<file path="config.mk">
export PLATFORM = sky130hd
export DESIGN_NAME = gf180mcu_fd_sc_mcu9t5v0__rrdisp3_1_flat
export DESIGN_NICKNAME = d
export VERILOG_FILES = /design/src/rtl/gf180mcu_fd_sc_mcu9t5v0__rrdisp3_1_if.sv /design/src/rtl/gf180mcu_fd_sc_mcu9t5v0__rrdisp3_1.sv /design/src/flat_wrapper.sv
export SDC_FILE = /design/constraint.sdc
export NUM_CORES = 1
export LEC_CHECK = 0
export ABC_CLOCK_PERIOD_IN_PS = 3400
export BUFFER_PORTS_ARGS = -buffer_cell sky130_fd_sc_hd__buf_2
export CAP_MARGIN = 5
export CORE_AREA = 5 5 42 44
export CTS_CLUSTER_DIAMETER = 120
export DETAILED_ROUTE_END_ITERATION = 6
export DIE_AREA = 0 0 47 49
export GPL_TIMING_DRIVEN = 0
export HOLD_SLACK_MARGIN = 0.05
export PLACE_DENSITY_LB_ADDON = 0.25
export SLEW_MARGIN = 20
export SYNTH_ARGS = -nofsm -noshare
export SYNTH_HDL_FRONTEND = slang
export SYNTH_SLANG_ARGS = --single-unit
export TNS_END_PERCENT = 1
</file>
<file path="constraint.sdc">
create_clock -name CLK -period 3.4 [get_ports CLK]
set_clock_uncertainty 0.15 [all_clocks]
set_input_delay 0.34 -clock CLK [delete_from_list [all_inputs] [get_ports CLK]]
set_output_delay 0.34 -clock CLK [all_outputs]
set_load 0.01 [all_outputs]
</file>
<file path="src/rtl/gf180mcu_fd_sc_mcu9t5v0__rrdisp3_1_if.sv">
// gf180mcu_fd_sc_mcu9t5v0__rrdisp3_1_if: source handshake, shared data bus and per-channel valid/accept for the dispatcher
interface gf180mcu_fd_sc_mcu9t5v0__rrdisp3_1_if #(
  parameter int WIDTH = 8
);
  logic             V;
  logic [WIDTH-1:0] D;
  logic             RDY;
  logic [WIDTH-1:0] Q;
  logic             Z1;
  logic             Z2;
  logic             Z3;
  logic             A1;
  logic             A2;
  logic             A3;
  logic             ERR;
  modport slave (
    input  V, D, A1, A2, A3,
    output RDY, Q, Z1, Z2, Z3, ERR
  );
  modport master (
    output V, D, A1, A2, A3,
    input  RDY, Q, Z1, Z2, Z3, ERR
  );
endinterface

</file>
<file path="src/rtl/gf180mcu_fd_sc_mcu9t5v0__rrdisp3_1.sv">
// gf180mcu_fd_sc_mcu9t5v0__rrdisp3_1: registered 1-to-3 round-robin dispatcher; GF180_RRDISP3_TIMEOUT_EN adds valid timeout redirect with sticky ERR
module gf180mcu_fd_sc_mcu9t5v0__rrdisp3_1 #(
  parameter int WIDTH = 8,
  parameter int TMO   = 15
) (
  input logic CLK,
  input logic RN,
  gf180mcu_fd_sc_mcu9t5v0__rrdisp3_1_if.slave bus
);
  typedef enum logic {EMPTY, FULL} state_t;
  state_t           st, st_n;
  logic [2:0]       z, z_n, a;
  logic [1:0]       ptr, ptr_n, k;
  logic [WIDTH-1:0] q, q_n;
  logic             drain, acc, to, err;
  if (WIDTH < 1 || TMO < 2) begin : g_bad_param
    $error("rrdisp3: WIDTH must be >= 1 and TMO >= 2");
  end
  function automatic logic [1:0] nx(input logic [1:0] p);
    return p == 2'b11 ? 2'b01 : p + 2'b01;
  endfunction
  function automatic logic [2:0] oh(input logic [1:0] p);
    return p == 2'b01 ? 3'b001 : p == 2'b10 ? 3'b010 : 3'b100;
  endfunction
  assign a       = {bus.A3, bus.A2, bus.A1};
  assign k       = z[0] ? 2'b01 : z[1] ? 2'b10 : 2'b11;
  assign drain   = |(z & a);
  assign bus.RDY = RN & ~to & (st == EMPTY | drain);
  assign acc     = bus.V & bus.RDY;
  assign bus.Q   = q;
  assign bus.Z1  = z[0];
  assign bus.Z2  = z[1];
  assign bus.Z3  = z[2];
  assign bus.ERR = err;
`ifdef GF180_RRDISP3_TIMEOUT_EN
  localparam int CW = $clog2(TMO);
  logic [CW-1:0] cnt, cnt_n;
  assign to = st == FULL && !drain && cnt == CW'(TMO - 1);
  // Age of the currently presented word; restarts on every load, drain or redirect
  always_comb cnt_n = (acc | drain | to) ? '0 : st == FULL ? cnt + 1'b1 : cnt;
  // Timeout counter and sticky error flag
  always_ff @(posedge CLK) begin
    if (!RN) begin
      cnt <= '0;
      err <= 1'b0;
    end else begin
      cnt <= cnt_n;
      err <= err | to;
    end
  end
`else
  assign to  = 1'b0;
  assign err = 1'b0;
`endif
  // Next state: a load wins over a drain, and a drain (acknowledge) wins over a timeout redirect
  always_comb begin
    st_n  = st;
    z_n   = z;
    q_n   = q;
    ptr_n = ptr;
    if (acc) begin
      q_n   = bus.D;
      z_n   = oh(ptr);
      ptr_n = nx(ptr);
      st_n  = FULL;
    end else if (drain) begin
      z_n   = 3'b000;
      st_n  = EMPTY;
    end else if (to) begin
      z_n   = oh(nx(k));
      ptr_n = nx(nx(k));
    end
  end
  // State, held word, channel valids and round-robin pointer
  always_ff @(posedge CLK) begin
    if (!RN) begin
      st  <= EMPTY;
      z   <= 3'b000;
      q   <= '0;
      ptr <= 2'b01;
    end else begin
      st  <= st_n;
      z   <= z_n;
      q   <= q_n;
      ptr <= ptr_n;
    end
  end
endmodule
</file>
<file path="src/flat_wrapper.sv">
// flat-port wrapper written by rule: the top's interface ports become plain ports
module gf180mcu_fd_sc_mcu9t5v0__rrdisp3_1_flat 
#(
  parameter int WIDTH = 8,
  parameter int TMO   = 15
)
  (CLK, RN, bus_V, bus_D, bus_A1, bus_A2, bus_A3, bus_RDY, bus_Q, bus_Z1, bus_Z2, bus_Z3, bus_ERR);
  gf180mcu_fd_sc_mcu9t5v0__rrdisp3_1_if #(.WIDTH(WIDTH)) bus_i ();
  input logic CLK;
  input logic RN;
  input wire logic [$bits(bus_i.V)-1:0] bus_V;
  input wire logic [$bits(bus_i.D)-1:0] bus_D;
  input wire logic [$bits(bus_i.A1)-1:0] bus_A1;
  input wire logic [$bits(bus_i.A2)-1:0] bus_A2;
  input wire logic [$bits(bus_i.A3)-1:0] bus_A3;
  output wire logic [$bits(bus_i.RDY)-1:0] bus_RDY;
  output wire logic [$bits(bus_i.Q)-1:0] bus_Q;
  output wire logic [$bits(bus_i.Z1)-1:0] bus_Z1;
  output wire logic [$bits(bus_i.Z2)-1:0] bus_Z2;
  output wire logic [$bits(bus_i.Z3)-1:0] bus_Z3;
  output wire logic [$bits(bus_i.ERR)-1:0] bus_ERR;
  assign bus_i.V = bus_V;
  assign bus_i.D = bus_D;
  assign bus_i.A1 = bus_A1;
  assign bus_i.A2 = bus_A2;
  assign bus_i.A3 = bus_A3;
  assign bus_RDY = bus_i.RDY;
  assign bus_Q = bus_i.Q;
  assign bus_Z1 = bus_i.Z1;
  assign bus_Z2 = bus_i.Z2;
  assign bus_Z3 = bus_i.Z3;
  assign bus_ERR = bus_i.ERR;
  gf180mcu_fd_sc_mcu9t5v0__rrdisp3_1 #(.WIDTH(WIDTH), .TMO(TMO)) u_core (.CLK(CLK), .RN(RN), .bus(bus_i));
endmodule
</file>
* Word level (Yosys, flattened, before mapping)
Index checks and enable logic that the tools add are counted.
** Storage, ports and cells
- Flip-flop bits (word level) :: 14
- Input port bits :: 14
** Operators by class
- $add $sub $neg :: 1
- Equality and inequality tests :: 3
- Multiplexer cells :: 7
- Bitwise operators :: 5
- Reductions and logical operators :: 2
** Operator list (count)
- $mux 3 :: 4
- $eq 2x2->1 const B :: 2
- $and 3x3->3 :: 1
- $reduce_or 3->1 :: 1
- $add 2x1->2 const B :: 1
- $and 1x1->1 :: 2
- $eq 2x1->1 const B :: 1
- $mux 1 :: 2
- $mux 2 :: 1
- $reduce_bool 2->1 :: 1
- $not 1->1 :: 1
- $or 1x1->1 :: 1

* Depth between registers and ports, before layout
Gate-level depths: netlist of the first run.
- Word-level depth :: 6
- Depth in mapped cells :: 5

* Worst setup path after synthesis of the first run
OpenSTA, ideal clock, no wires.
- Path type :: input port to flip-flop
- Start point :: input bus_A3
- End point :: register u_core.q[0], in the netlist u_core.bus.Q[0]
- Arrival time :: 1439 ps
- Required time :: 3112 ps
- Setup slack :: 1673 ps
- Cell stages on the path :: 3
- Path buffers :: 0
- Path through :: a222oi_1 -> a21oi_2 -> mux2i_1
** On the way
- Cells in the longest elaborated chain, start to end :: 5
** Ends and longest elaborated chain
- from (decl) :: RTL line flat_wrapper.sv:15 : input wire logic [$bits(bus_i.A3)-1:0] bus_A3;
- $and 3x3->3 :: RTL line gf180mcu_fd_sc_mcu9t5v0__rrdisp3_1.sv:27 : assign drain = |(z & a);
- $reduce_or 3->1 :: RTL line gf180mcu_fd_sc_mcu9t5v0__rrdisp3_1.sv:27
- $or 1x1->1 :: RTL line gf180mcu_fd_sc_mcu9t5v0__rrdisp3_1.sv:28 : assign bus.RDY = RN & ~to & (st == EMPTY | drain);
- $and 1x1->1 :: RTL line gf180mcu_fd_sc_mcu9t5v0__rrdisp3_1.sv:28
- $and 1x1->1 :: RTL line gf180mcu_fd_sc_mcu9t5v0__rrdisp3_1.sv:29 : assign acc = bus.V & bus.RDY;
- to (signal assigned) :: RTL line gf180mcu_fd_sc_mcu9t5v0__rrdisp3_1.sv:84 : q <= q_n;
- to (decl) :: RTL line gf180mcu_fd_sc_mcu9t5v0__rrdisp3_1.sv:14 : logic [WIDTH-1:0] q, q_n;
Every way passes these cells.
A chain may end at the register's enable or synchronous reset.

* Worst setup path after layout of the first run
- Start point :: register u_core.z[2]
- End point :: output bus_RDY
** On the way
- Cells in the longest elaborated chain, start to end :: 4
** Ends and longest elaborated chain
- from (decl) :: RTL line gf180mcu_fd_sc_mcu9t5v0__rrdisp3_1.sv:12 : logic [2:0] z, z_n, a;
- from (signal assigned) :: RTL line gf180mcu_fd_sc_mcu9t5v0__rrdisp3_1.sv:83 : z <= z_n;
- $and 3x3->3 :: RTL line gf180mcu_fd_sc_mcu9t5v0__rrdisp3_1.sv:27
- $reduce_or 3->1 :: RTL line gf180mcu_fd_sc_mcu9t5v0__rrdisp3_1.sv:27
- $or 1x1->1 :: RTL line gf180mcu_fd_sc_mcu9t5v0__rrdisp3_1.sv:28
- $and 1x1->1 :: RTL line gf180mcu_fd_sc_mcu9t5v0__rrdisp3_1.sv:28
- to (decl) :: RTL line flat_wrapper.sv:16 : output wire logic [$bits(bus_i.RDY)-1:0] bus_RDY;
Every way passes these cells.

==> flow_summary.toml, run 1 <==
[status]
status = "finished, final reports clean"

[worst_setup_path]
r2r_start = "u_core.z[2]"
slowest_stage = "a222oi_1"
critPathMaxStageDelay_ns = 0.77
crit_cells = 3
critical_path.top_delay_family = "compound AO/OA/AOI/OAI gates"
r2r-end = "u_core.bus.Q[4]"
required_ns = 2.91
path_class = "register to primary output"
r2r_slack_ns = 1.47
critPathLaunchType = "register"
path_cells = "a222oi_1 -> a21oi_1 -> buf_2"
critical_path_arrival_ns = 1.70
critical_path_buf_inv_count = 1
cp_max_fo = 7
endpoint_kind = "primary output"
reg2reg_depth = 3

[floorplanning]
die_y_um = 49
pin_count = 27
die_area_mm2 = 0.002303
fp.coreArea_mm2 = 0.001401
start_util_pct = 42.95
rows = 14
die_w_um = 47

[power]
comb_power_share_pct = 18.7
internal_power_uw = 272.8
cellPowerDensity_mw_per_mm2 = 479.4
p_sw_share_pct = 27.36
power_leakage_uw = 0.0003942
pwr-share-seq_pct = 49.1
clock_power_share_pct = 32.2
vdd_drop_max_v = 0.0002507
finalPower_uw = 375.5
p_sw_uw = 102.7

[cts]
clkLatencyLatePin_ns = 0.28
path_clk_slew_ns = 0.09
clockBufferDepth = 2
cts.sinks = 14
numCtsBuffers = 3
cts_hold_buf = 0
cts_tree = "yes"
cts_root_buf = "clkbuf_4"
post-cts-setup-buffer-count = 0
h-tree-depth = 1
cts_resized = 0

[global_routing]
grt_first_pass_wirelength_um = 2290
gr-usage-met1_pct = 17.45
overflow = 0
antenna_found_initial = 0
use_met3_pct = 5.166
busiest_layer = "met2"
grt.total_usage_pct = 13.81
grt_max_degree = 11
grt_pass1_vias = 524
use_met2_pct = 19.91

[placement]
hpwlAfterDp_um = 1054
io_buffer_count = 25
place_congestion = 0.7069

[logic_synthesis]
avgSynthCellArea_um2 = 8.722
synthDistinctLibCells = 19
synth-seq-cells = 14
syn_nets = 85
yosysSeqAreaShare_pct = 46.57
syn_area_um2 = 601.8
ys_warn_count = 0
netlist_instances = 69

[route]
drc_errors = 0
vias_per_cell = 4.956
drt_iter0_markers = 9
vias = 565
drt-pass1-iter-count = 4
wl_per_cell_um = 12.39
wl_um = 1412
ant_nets = 0

[min_path]
hold_path_class = "primary input to register"
holdPathStages = 3
hp-start = "bus_V"
whs_endpoint = "u_core.st"

[cells_and_area]
nets = 115
area_growth_pct = 30.15
drive_above_1_share_pct = 32.65
antenna_cells = 0
fillers = 127

[timing]
period_share_pct = 64.37
fmax_ghz = 0.4569
worstMarginPinSlew_ns = 0.8556
drv_slew = 0
rsz0062_at_grt = "no"
setup_violations = 0
setup_tns_ns = 0
hold_viol_final = 0
hold-worst-slack_ns = 0.1279
post-route-min-period_ns = 2.189
relSlewSlack_pct = 42.96

[run]
drv_cap = 0
==> power by group through the flow <==
stage          clock (uW)  combinational [uW]  sequential [uW]
2_1_floorplan           0                39.3              192
3_3_place_gp            0                69.1              187
3_5_place_dp            0                70.6              188
4_1_cts               123                71.1              184
5_1_grt               130                77.6              186
6_report              121                70.1              184
==> Yosys cell counts, drive strengths merged <==
library cell  count  area, um2
o32ai             1      8.760
a211oi            3      22.52
conb              1      3.750
inv               5      18.77
ha                2      25.02
a21oi             3      18.77
dfxtp            14      280.3
clkbuf            2      7.510
a31oi             1      6.260
o22ai             2      12.51
a21o              1      8.760
nor2              1      3.750
nand2            21      78.83
mux2i             8      80.08
a222oi            1      10.01
o21ai             1      5.000
buf               2      11.26
==> through the flow <==
step           utilization, %  std cells  area [um2]  setup slack [ns]
2_1_floorplan               -         69       601.8             1.673
3_3_place_gp            53.30        110       747.0             1.376
3_5_place_dp            53.30        110       747.0             1.329
4_1_cts                 55.89        114       783.3             1.208
5_1_grt                 55.89        114       783.3             1.083
6_report                55.89        114       783.3             1.211
==> layer usage <==
layer / wire length [um] / share of wire [%] / vias to the layer above
met3: 98 / 6.9 / 5
met5: 0 / 0 / -
met2: 682 / 48 / 16
met1: 597 / 42 / 257
met4: 34 / 2.4 / 0
li1: - / - / 287
==> layout by cell type, fill, tap and decap left out, types with 2 or more instances in the layout <==
master / Yosys / layout
clkbuf_4: 0 / 3
o22ai_1: 2 / 2
nand2_1: 21 / 21
inv_1: 5 / 5
mux2i_1: 8 / 8
a21oi_1: 2 / 2
a211oi_1: 3 / 3
dfxtp_1: 14 / 14
buf_2: 0 / 25
clkbuf_1: 2 / 2
ha_1: 2 / 2
==> worst register-to-register path, stage by stage (launching register included) <==
cell and delay (ns):
dfxtp_1 0.34, a222oi_1 0.77, a21oi_2 0.35, mux2i_1 0.20
==> how the worst max path moves through the flow <==
stage / slack (ns) / to / start
3_3_place_gp: 1.38 / u_core.bus.Q[2] / bus_A3
5_1_grt: 1.08 / bus_RDY / u_core.z[2]
3_5_place_dp: 1.33 / u_core.bus.Q[6] / bus_A3
2_1_floorplan: 1.67 / u_core.bus.Q[0] / bus_A3
4_1_cts: 1.21 / bus_RDY / u_core.z[2]
6_report: 1.21 / bus_RDY / u_core.z[2]
==> state kept, by name, indices dropped and copies added (netlist names) <==
name,cells
u_core.bus.Q,8
u_core.ptr,2
u_core.z,3
u_core.st,1
==> cell type report <==
| type | count | area [um2] | share of cell area (%) |
|---|---|---|---|
| inverter | 5 | 18.77 | 2.396 |
| tap | 16 | 20.02 | 2.556 |
| timing repair buffer | 25 | 125.1 | 15.97 |
| multi-input combinational | 46 | 284.0 | 36.26 |
| clock buffer | 4 | 36.28 | 4.633 |
| sequential | 14 | 280.3 | 35.78 |
| buffer | 4 | 18.77 | 2.396 |
==> cells by family after synthesis <==
| logic type | share of synthesized area [%] |
|---|---|
| buf+inv | 6.238 |
| simple gates | 13.72 |
| flops | 46.57 |
| mux | 13.31 |
| other cells | 0.6231 |
| compound gates | 15.38 |
| fa+ha+maj | 4.157 |
Note: power is estimated with default switching activity, not from simulation.
==> run 2, diff against run 1 <==
Settings changed: ABC_CLOCK_PERIOD_IN_PS 3400 to 1900, CORE_AREA 5 5 42 44 to default, CORE_MARGIN from default to 5, CORE_UTILIZATION from default to 39, DIE_AREA 0 0 47 49 to default.
Clock period 3.4 ns to 1.9 ns, I/O delays scaled along.
==> flow_summary.toml, run 2 (synthesized netlist as in run 1, its figures left out) <==
[status]
status = "finished, final reports clean"

[cells_and_area]
most-common-layout-cells = "buf_2 (25), nand2_1 (21), dfxtp_1 (14)"
mostFrequentLayoutCell = "buf_2"
regArea_um2 = 280.3
nets = 127
antenna_cells = 0
area_growth_pct = 46.57
multi_input_area_um2 = 284.0
largest_reg_flops = 8
drive_above_1_share_pct = 31.19
fillers = 141

[timing]
post-route-min-period_ns = 1.671
relSlewSlack_pct = 58.35
final.setup.worst_slack_ns = 0.2292
drv_slew = 0
setup_violations = 0
fmax_ghz = 0.5985
hold_viol_final = 0
period_share_pct = 87.94
worstMarginPinSlew_ns = 0.6248
setup_tns_ns = 0
rsz0062_at_grt = "no"

[global_routing]
grt.total_usage_pct = 14.71
grt_max_degree = 11
overflow = 0
grt_pass1_vias = 628
grt_first_pass_wirelength_um = 2822
antenna_found_initial = 0

[route]
vias_per_cell = 4.888
ant_nets = 0
vias = 611
drt-pass1-iter-count = 4
wl_um = 1524
drc_errors = 0
drt_iter0_markers = 14
wl_per_cell_um = 12.19

[floorplanning]
pin_count = 27
die_w_um = 49.28
start_util_pct = 40.42
die_area_mm2 = 0.002429
die_y_um = 49.28
rows = 14
fp.coreArea_mm2 = 0.001489

[worst_setup_path]
critical_path_arrival_ns = 1.33
path_class = "register to primary output"
reg2reg_depth = 4
path_cells = "a222oi_1 -> buf_4 -> a21oi_1 -> buf_2"
cp_max_fo = 5
r2r_start = "u_core.z[2]"
critical_path.top_delay_family = "compound AO/OA/AOI/OAI gates"
required_ns = 1.56
crit_cells = 4
endpoint_kind = "primary output"
r2r-end = "u_core.bus.Q[1]"
critical_path_buf_inv_count = 2
critPathLaunchType = "register"
r2r_slack_ns = 0.31
slowest_stage = "dfxtp_1"
critPathMaxStageDelay_ns = 0.33

[power]
cellPowerDensity_mw_per_mm2 = 723.3
finalPower_uw = 638.1
vdd_drop_max_v = 0.0004220
power_leakage_uw = 0.0004374

[cts]
cts_tree = "yes"
path_clk_slew_ns = 0.08
numCtsBuffers = 3
cts.sinks = 14
h-tree-depth = 1
clockBufferDepth = 2
clkLatencyLatePin_ns = 0.27
cts_root_buf = "clkbuf_4"
cts_resized = 0

[placement]
place_congestion = 0.7820
preCtsSetupSlack_ns = -0.03674
io_buffer_count = 25
hpwlAfterDp_um = 1067

[min_path]
hp-start = "RN"
whs_endpoint = "u_core.z[0]"
holdPathStages = 3
hold_path_class = "primary input to register"

[run]
drv_cap = 0
-- run 2: metal layers --
layer	global-route usage [%]	routed length, um
met2	23.61	731
met5	0	0
met3	5.505	130
met1	17.59	663
met4	5.381	0
-- run 2: final cells by class --
cell class              instances  area share (%)
flip-flops and latches         14           31.77
clock buffers                   3           2.553
repair buffers                 37           26.95
well taps                      16           2.270
plain buffers                   4           2.128
multi-input cells              46           32.20
inverters                       5           2.128
-- run 2: worst max path at each step --
stage,startpoint,to
2_1_floorplan,u_core.z[2],u_core.bus.Q[0]
3_3_place_gp,u_core.z[2],u_core.bus.Q[0]
3_5_place_dp,u_core.z[2],u_core.bus.Q[0]
4_1_cts,u_core.z[2],bus_RDY
5_1_grt,u_core.z[2],bus_RDY
6_report,u_core.z[2],bus_RDY
-- run 2: metrics by stage --
stage | area [um2] | instances | hold WS [ns] | util, %
after CTS | 882.1 | 125 | 0.07829 | 59.24
after global placement | 747.0 | 110 | 0.2611 | 50.17
final | 882.1 | 125 | 0.08765 | 59.24
after floorplan | 601.8 | 69 | 0.1574 | -
after detailed placement | 747.0 | 110 | 0.2718 | 50.17
after global routing | 882.1 | 125 | 0.07860 | 59.24
-- run 2: timing repair --
action | in CTS | in global routing
setup buffers | 3 | 0
hold buffers | 9 | 0
endpoints found under the hold margin | 9 | 0
endpoints found under the setup margin | 11 | 0
-- run 2: report_power, final --
group          internal [uW]  total (uW)  leakage (uW)  switching [uW]
clock                   73.2         159     0.0000138            85.9
sequential               317         329      0.000115            12.0
combinational           74.7         150      0.000308            75.3
-- run 2: worst reg2reg max path, cell delays in order, from the launching register on --
cell and delay, ns:
dfxtp_1 0.36, a222oi_1 0.11, buf_4 0.16, a21oi_2 0.50, mux2i_1 0.25
